===== src/rtl/ltc2344_sample_sequencer.sv =====
// Periodic trigger scheduler for the LTC2344 ADC controller: owns the SoftSpan word,
// captures the four channel results and streams them as four valid/ready beats.
module ltc2344_sample_sequencer #(
    parameter int          PERIOD_W   = 16,
    parameter logic [11:0] DEFAULT_SS = 12'hFFF,
    parameter int          TIMEOUT    = 64
) (
    input  logic                serialClock,
    input  logic                resetN,
    input  logic                enable,
    input  logic [PERIOD_W-1:0] period,
    input  logic                ssReq,
    input  logic [11:0]         ssWord,
    output logic                ssAck,
    output logic [11:0]         softspan,
    output logic                extTrig,
    input  logic                dataRdy,
    input  logic [15:0]         outData0,
    input  logic [15:0]         outData1,
    input  logic [15:0]         outData2,
    input  logic [15:0]         outData3,
    output logic                mValid,
    input  logic                mReady,
    output logic [15:0]         mData,
    output logic [1:0]          mChan,
    output logic                mLast,
    output logic                overrun,
    output logic                timeout,
    input  logic                clrStatus,
    output logic [15:0]         sampleCount,
    output logic [2:0]          o_dbg_state
);

    typedef enum logic [2:0] {
        S_IDLE      = 3'd0,
        S_WAIT_TICK = 3'd1,
        S_TRIG      = 3'd2,
        S_WAIT_RDY  = 3'd3,
        S_DRAIN     = 3'd4
    } state_t;

    localparam int TO_W = $clog2(TIMEOUT + 1);

    state_t              r_state;
    state_t              w_next_state;
    logic                r_enable_d;
    logic [PERIOD_W-1:0] r_period_cnt;
    logic [1:0]          r_trig_cnt;
    logic [TO_W-1:0]     r_to_cnt;
    logic                r_rdy_d;
    logic                r_rdy_rise;
    logic [15:0]         r_buf [4];
    logic [1:0]          r_beat;
    logic [15:0]         r_sample_cnt;
    logic [11:0]         r_softspan;
    logic                r_ss_ack;
    logic                r_overrun;
    logic                r_timeout;

    logic [PERIOD_W-1:0] w_period_load;
    logic                w_tick;
    logic                w_xfer;
    logic                w_capture;
    logic                w_to_fire;
    logic                w_ss_take;
    logic                w_ovr_set;

    assign w_period_load = (period < PERIOD_W'(8)) ? PERIOD_W'(7) : period - PERIOD_W'(1);
    // The counter reloads while disabled and on the rising cycle, so no tick can fire there.
    assign w_tick    = enable && r_enable_d && (r_period_cnt == '0);
    assign w_capture = (r_state == S_WAIT_RDY) && r_rdy_rise;
    assign w_to_fire = (r_state == S_WAIT_RDY) && !r_rdy_rise && (r_to_cnt == TO_W'(TIMEOUT - 1));
    assign w_ovr_set = w_tick && ((r_state == S_TRIG) || (r_state == S_WAIT_RDY) || (r_state == S_DRAIN));
    // r_ss_ack blocks a second load while the requester is still holding ssReq.
    assign w_ss_take = ssReq && !r_ss_ack && !w_tick &&
                       ((r_state == S_IDLE) || (r_state == S_WAIT_TICK));

    // Stream: a beat moves on any edge with mValid && mReady; payload changes only after a transfer.
    assign mValid      = (r_state == S_DRAIN);
    assign w_xfer      = mValid && mReady;
    assign mData       = mValid ? r_buf[r_beat] : 16'h0000;
    assign mChan       = r_beat;
    assign mLast       = mValid && (r_beat == 2'd3);
    assign extTrig     = (r_state == S_TRIG);
    assign ssAck       = r_ss_ack;
    assign softspan    = r_softspan;
    assign overrun     = r_overrun;
    assign timeout     = r_timeout;
    assign sampleCount = r_sample_cnt;
    assign o_dbg_state = r_state;

    always_comb begin
        w_next_state = r_state;
        case (r_state)
            S_IDLE:      if (enable) w_next_state = S_WAIT_TICK;
            S_WAIT_TICK: begin
                if (w_tick)       w_next_state = S_TRIG;
                else if (!enable) w_next_state = S_IDLE;
            end
            S_TRIG:      if (r_trig_cnt == 2'd3) w_next_state = S_WAIT_RDY;
            S_WAIT_RDY: begin
                if (w_capture)      w_next_state = S_DRAIN;
                else if (w_to_fire) w_next_state = S_WAIT_TICK;
            end
            S_DRAIN:     if (w_xfer && (r_beat == 2'd3)) w_next_state = enable ? S_WAIT_TICK : S_IDLE;
            default:     w_next_state = S_IDLE;
        endcase
    end

    always_ff @(posedge serialClock) begin
        if (!resetN) begin
            r_state      <= S_IDLE;
            r_enable_d   <= 1'b0;
            r_period_cnt <= '0;
            r_trig_cnt   <= 2'd0;
            r_to_cnt     <= '0;
            r_rdy_d      <= 1'b0;
            r_rdy_rise   <= 1'b0;
            r_beat       <= 2'd0;
            r_sample_cnt <= 16'h0000;
            r_softspan   <= DEFAULT_SS;
            r_ss_ack     <= 1'b0;
            r_overrun    <= 1'b0;
            r_timeout    <= 1'b0;
            for (int i = 0; i < 4; i++) r_buf[i] <= 16'h0000;
        end else begin
            r_state    <= w_next_state;
            r_enable_d <= enable;
            r_rdy_d    <= dataRdy;
            r_rdy_rise <= dataRdy && !r_rdy_d;

            if (!enable || !r_enable_d || (r_period_cnt == '0)) r_period_cnt <= w_period_load;
            else                                                 r_period_cnt <= r_period_cnt - PERIOD_W'(1);

            r_trig_cnt <= (r_state == S_TRIG) ? r_trig_cnt + 2'd1 : 2'd0;
            r_to_cnt   <= (r_state == S_WAIT_RDY) ? r_to_cnt + TO_W'(1) : '0;

            if (w_capture) begin
                r_buf[0]     <= outData0;
                r_buf[1]     <= outData1;
                r_buf[2]     <= outData2;
                r_buf[3]     <= outData3;
                r_sample_cnt <= r_sample_cnt + 16'd1;
            end

            if (w_xfer) r_beat <= r_beat + 2'd1;

            r_ss_ack <= w_ss_take;
            if (w_ss_take) r_softspan <= ssWord;

            if (w_ovr_set)      r_overrun <= 1'b1;
            else if (clrStatus) r_overrun <= 1'b0;

            if (w_to_fire)      r_timeout <= 1'b1;
            else if (clrStatus) r_timeout <= 1'b0;
        end
    end

endmodule

===== config.mk =====
export PLATFORM = sky130hd
export DESIGN_NAME = ltc2344_sample_sequencer
export DESIGN_NICKNAME = d
export VERILOG_FILES = /design/src/rtl/ltc2344_sample_sequencer.sv
export SDC_FILE = /design/constraint.sdc
export NUM_CORES = 1
export LEC_CHECK = 0
export CORE_MARGIN = 4
export CORE_UTILIZATION = 38
export DETAILED_ROUTE_END_ITERATION = 10
export PLACE_DENSITY = 0.67
export SYNTH_ARGS = -nofsm -noshare
export SYNTH_HDL_FRONTEND = slang
export SYNTH_SLANG_ARGS = --single-unit
export TNS_END_PERCENT = 100

===== constraint.sdc =====
create_clock -name serialClock -period 2.7 [get_ports serialClock]
set_input_delay 0.405 -clock serialClock [delete_from_list [all_inputs] [get_ports serialClock]]
set_output_delay 0.405 -clock serialClock [all_outputs]
set_load 0.01 [all_outputs]

# After elaboration in Yosys (flattened, before gate mapping)
# Memories as Yosys holds them, arrays and structs flattened. A register that Yosys moved wholly into a read port is not among the register bits.
# Cells that the tools add are included.
# word_totals
register_bits	64
latch_bits	0
ramBits	64
mem_bits_ro	0
out_inout_bits	55
word_cells	93
mem_count	1
# classes
addsub	6
multipliers	0
div	0
n_lt_le_gt_ge	1
n_eq_ne	12
shift	0
n_mux	25
n_bitwise	4
n_reduce_logical	31
# mem_list
memory	depth	word_bits	read_ports	rd_ports_with_merged_regs	wr	line_no	source
r_buf	4	16	1	1	4	52	logic [15:0] r_buf [4];
# op_table
cell	count
two-way mux 16 bit	7
subtractor 16 x 1 -> 16 bit (second input constant)	2
two-way mux 3 bit	7
adder 16 x 1 -> 16 bit (second input constant)	1
zero test 16 bit	1
< comparator 16 x 4 -> 1 bit (second input constant)	1
case mux 3 bit (5 select lines)	1
logical AND 1 bit	13
two-way mux 1 bit	8
adder 7 x 1 -> 7 bit (second input constant)	1
equality test 7 x 6 -> 1 bit (second input constant)	1
equality test 3 x 2 -> 1 bit (second input constant)	2
zero test 1 bit	6
!= test 3 bit (second input constant)	2
logical OR 1 bit	5
AND reduction 5 bit	1
adder 2 x 1 -> 2 bit (second input constant)	2
equality test 2 bit (second input constant)	2
two-way mux 2 bit	2
!= test 2 x 1 -> 1 bit (second input constant)	2
bitwise OR 1 bit	4
AND reduction 2 bit	2
nonzero test 2 bit	2
equality test 3 x 1 -> 1 bit (second input constant)	1
3 further kinds	3

# Longest topological paths before layout
# logic_depth
word_depth	6
ltp_mapped	8
depth_no_buf	7

# Worst setup path after synthesis
# Ideal clock, no wire load.
# synth_timing
path_type	reg-to-reg
start	reg r_state[1], in the netlist o_dbg_state[1]
end	mem r_buf[0][0] (enable)
setup_ns	0.424
t_arrival_ns	2.296
required_ns	2.276
setup_slack_ns	-0.020
stages_incl_launch_ff	4
path_cell_list	dfxtp_1 clkbuf_1 nand4b_1 nand2_1
# synth_lines
item	line_no	source
start, declared	44	state_t r_state;
start signal, assigned	127	r_state <= w_next_state;
end, declared	52	

==> reports/results.tsv <==
metric	value	unit
largest family of logic cells by synthesized area	simple AND/OR/NAND/NOR gates	
largest net degree at the start of global routing	67	
RSZ-0062 raised after global routing	no	
R2R Setup Slk	0.37	ns
layout filler cell count	1327	
Final Critical Period	2.57	ns
post-DP HPWL	11.0	mm
post-synthesis mux area share	8.61	%
synthesized area	6040	um^2
Chip Width	134	um
worst setup margin	0.129	ns
antenna viol nets, final	0	
TritonCTS clock tree	built	
DR vias	4736	
vias in the first global route	4821	
Rows	45	
WS Path Type	flip-flop to output pin	
Max-cap violations	0	
post-route core utilization	55.1	%
Placed Cells	900	
final setup skew	0.0110	ns
Max Buffers Root-to-Sink	2	
post-CTS sizing	0	
I/O Buffers	153	
crit-path max FO	16	
IO Pins	154	
Reg2Reg Depth	6	
number of antenna violations at the first check in global routing	0	
clk sinks	130	
Critical Path Source Type	flip-flop	
Reg-to-Reg End	softspan[2]	
Layout Nets	814	
xor/xnor share of the synthesized area	4.49	%
Final Hold Viols	0	
DRT iter0 DRCs	276	
Critical R2R Launch	r_period_cnt[3]	
die height	134	um
number of flops mapped to enable cells by yosys	64	
Clk Latency, worst-skew pair	0.41	ns
Synth cell types	49	
largest cells by area after synthesis	edfxtp_1 32%, dfxtp_1 22%, and2_1 7.1%	
Hold WC Path Type	flip-flop to flip-flop	
WL per Instance	16.5	um
Ys Warns	0	
htree depth	4	
Async S/R FF share, synth	0	%
Synth Area in Compound Gates	6.32	%
outcome	complete, no violations	
CP required	2.30	ns
gr usage total	17.4	%
Final period util	95.2	%
setup_tns	0	ns
Max-slew headroom	60.1	%
n_diodes	0	
syn avg cell area	11.1	um^2
CP Capture Point	mData[0]	
cts hold-fix bufs	0	
Detailed Routing Iterations Pass 1	4	
Num CTS Buffers	17	
WP data arrival	2.17	ns
Cells after Synth	544	
Post-CTS Setup Bufs	0	
post-synth top area share	31.8	%
final WL	15.4	mm
pre-CTS setup slack	0.357	ns
Critical Path End Type	output pin	
Leakage	3.18	nW
gp weighted congestion	0.878	
most common flop cell mapped by yosys	dfxtp_1	
Cell Count, Final, Fillers Out	932	
Die Footprint	18000	um^2
Initial Util	39.3	%
drc violations	0	
CORE AREA	15400	um^2
Final Max Slew Viols	0	
share of cells above drive strength 1	10.5	%
Post-Syn Nets	650	
CTS Root Cell	clkbuf_16	
Synth Register Bits	130	
Final setup viols	0	
Overflow after GRT	0	
worst IR drop on VDD	0.448	mV
Tightest Pin Transition	0.594	ns
first-pass GRT wire length	24.7	mm
clk slew on worst S/H paths	0.06	ns
Fmax	0.389	GHz
post-synthesis sequential area ratio	53.7	%
Post-Synth Simple-Gate Area	22.9	%
P&R area growth vs syn	40.3	%
Synth Area in Adders	1.45	%
PD cells	563	nW/um^2
via/cell ratio	5.08	
area leader, netlist	edfxtp_1	
cells by family (layout without fill, tap and decap cells):
| logic type | count (synthesis) | count (layout) |
|---|---|---|
| compound gates | 54 | 54 |
| xor+xnor | 31 | 31 |
| fa+ha+maj | 7 | 7 |
| buf+inv | 37 | 214 |
| flops | 130 | 130 |
| mux | 32 | 32 |
| simple gates | 253 | 253 |
worst min path at each step:
stage / startpoint / end / slack [ns] / depth (start not counted)
floorplan: r_rdy_d / r_rdy_rise / 0.37 / 1
global placement: r_rdy_d / r_rdy_rise / 0.38 / 1
detailed placement: r_rdy_d / r_rdy_rise / 0.38 / 1
CTS: r_rdy_d / r_rdy_rise / 0.39 / 1
global route: r_rdy_d / r_rdy_rise / 0.40 / 1
finish: r_rdy_d / r_rdy_rise / 0.38 / 1
sequential cells by signal, indices dropped and copies added, names as in the netlist, named ones only:
signal        count
sampleCount      16
mChan             2
r_to_cnt          7
overrun           1
o_dbg_state       3
ssAck             1
r_enable_d        1
softspan         12
timeout           1
r_buf            64
r_rdy_rise        1
r_rdy_d           1
r_period_cnt     16
r_trig_cnt        2
layout make-up:
type,count,area [um^2],share of cell area (%)
tap,211,264,3.11
clock inverter,7,46.3,0.546
multi-input combinational,377,2650,31.3
clock buffer,25,531,6.26
inverter,9,33.8,0.399
sequential,130,3240,38.3
timing repair buffer,173,1710,20.1
metal layers:
metal	global-route usage, %	vias to the layer above	share of wire, %
li1	-	2289	-
met1	21.3	2314	43
met3	3.98	18	3.8
met5	0	-	0
met2	30.1	115	52
met4	6.45	0	1.5
Yosys cell counts (4+ instances only):
master / number
a21oi_1: 12
xnor2_1: 15
xor2_1: 16
nor2_1: 39
o21ai_0: 14
mux4_2: 16
mux2i_1: 16
nor4_1: 9
nand2_1: 39
dfxtp_1: 66
a31oi_1: 4
ha_1: 7
or3_1: 7
edfxtp_1: 64
or4_1: 4
nand3_1: 19
nand4_1: 6
and3_1: 24
inv_1: 9
nand2b_1: 7
a211oi_1: 12
nor2b_1: 5
clkbuf_1: 22
nor3_1: 12
and2_1: 69
metrics by stage:
| stage | total power, mW | hold slack (ns) | area (um^2) |
|---|---|---|---|
| finish | 4.78 | 0.381 | 8480 |
| global route | 4.95 | 0.395 | 8480 |
| CTS | 4.83 | 0.386 | 8480 |
| detailed placement | 2.64 | 0.375 | 7900 |
| global placement | 2.63 | 0.375 | 7900 |
| floorplan | 2.39 | 0.367 | 6040 |
placed cells by master (no fill, tap or decap), drive strengths merged, types with 4 or more instances in the layout:
| master | instances |
|---|---|
| dfxtp | 66 |
| o21ai | 14 |
| mux2i | 16 |
| clkdlybuf4s50 | 153 |
| buf | 20 |
| nand2 | 39 |
| a21oi | 12 |
| edfxtp | 64 |
| nand3 | 19 |
| nand2b | 7 |
| a211oi | 12 |
| or4 | 4 |
| nor4 | 10 |
| inv | 10 |
| mux4 | 16 |
| nor2 | 39 |
| xor2 | 16 |
| and2 | 69 |
| nor3 | 13 |
| nand4 | 6 |
| ha | 7 |
| and3 | 24 |
| xnor2 | 15 |
| a31oi | 4 |
| clkbuf | 25 |
| nor2b | 5 |
| or3 | 7 |
worst max-delay path: stages (launching register included):
cell	delay [ns]
dfxtp_1	0.35
buf_12	0.20
mux4_2	0.52
and3_1	0.19
clkdlybuf4s50_1	0.50
power breakdown:
part	switching [mW]	internal, mW
combinational	0.184	0.244
sequential	0.0382	2.13
clock	0.819	1.36
(Power assumes the default switching activity.)
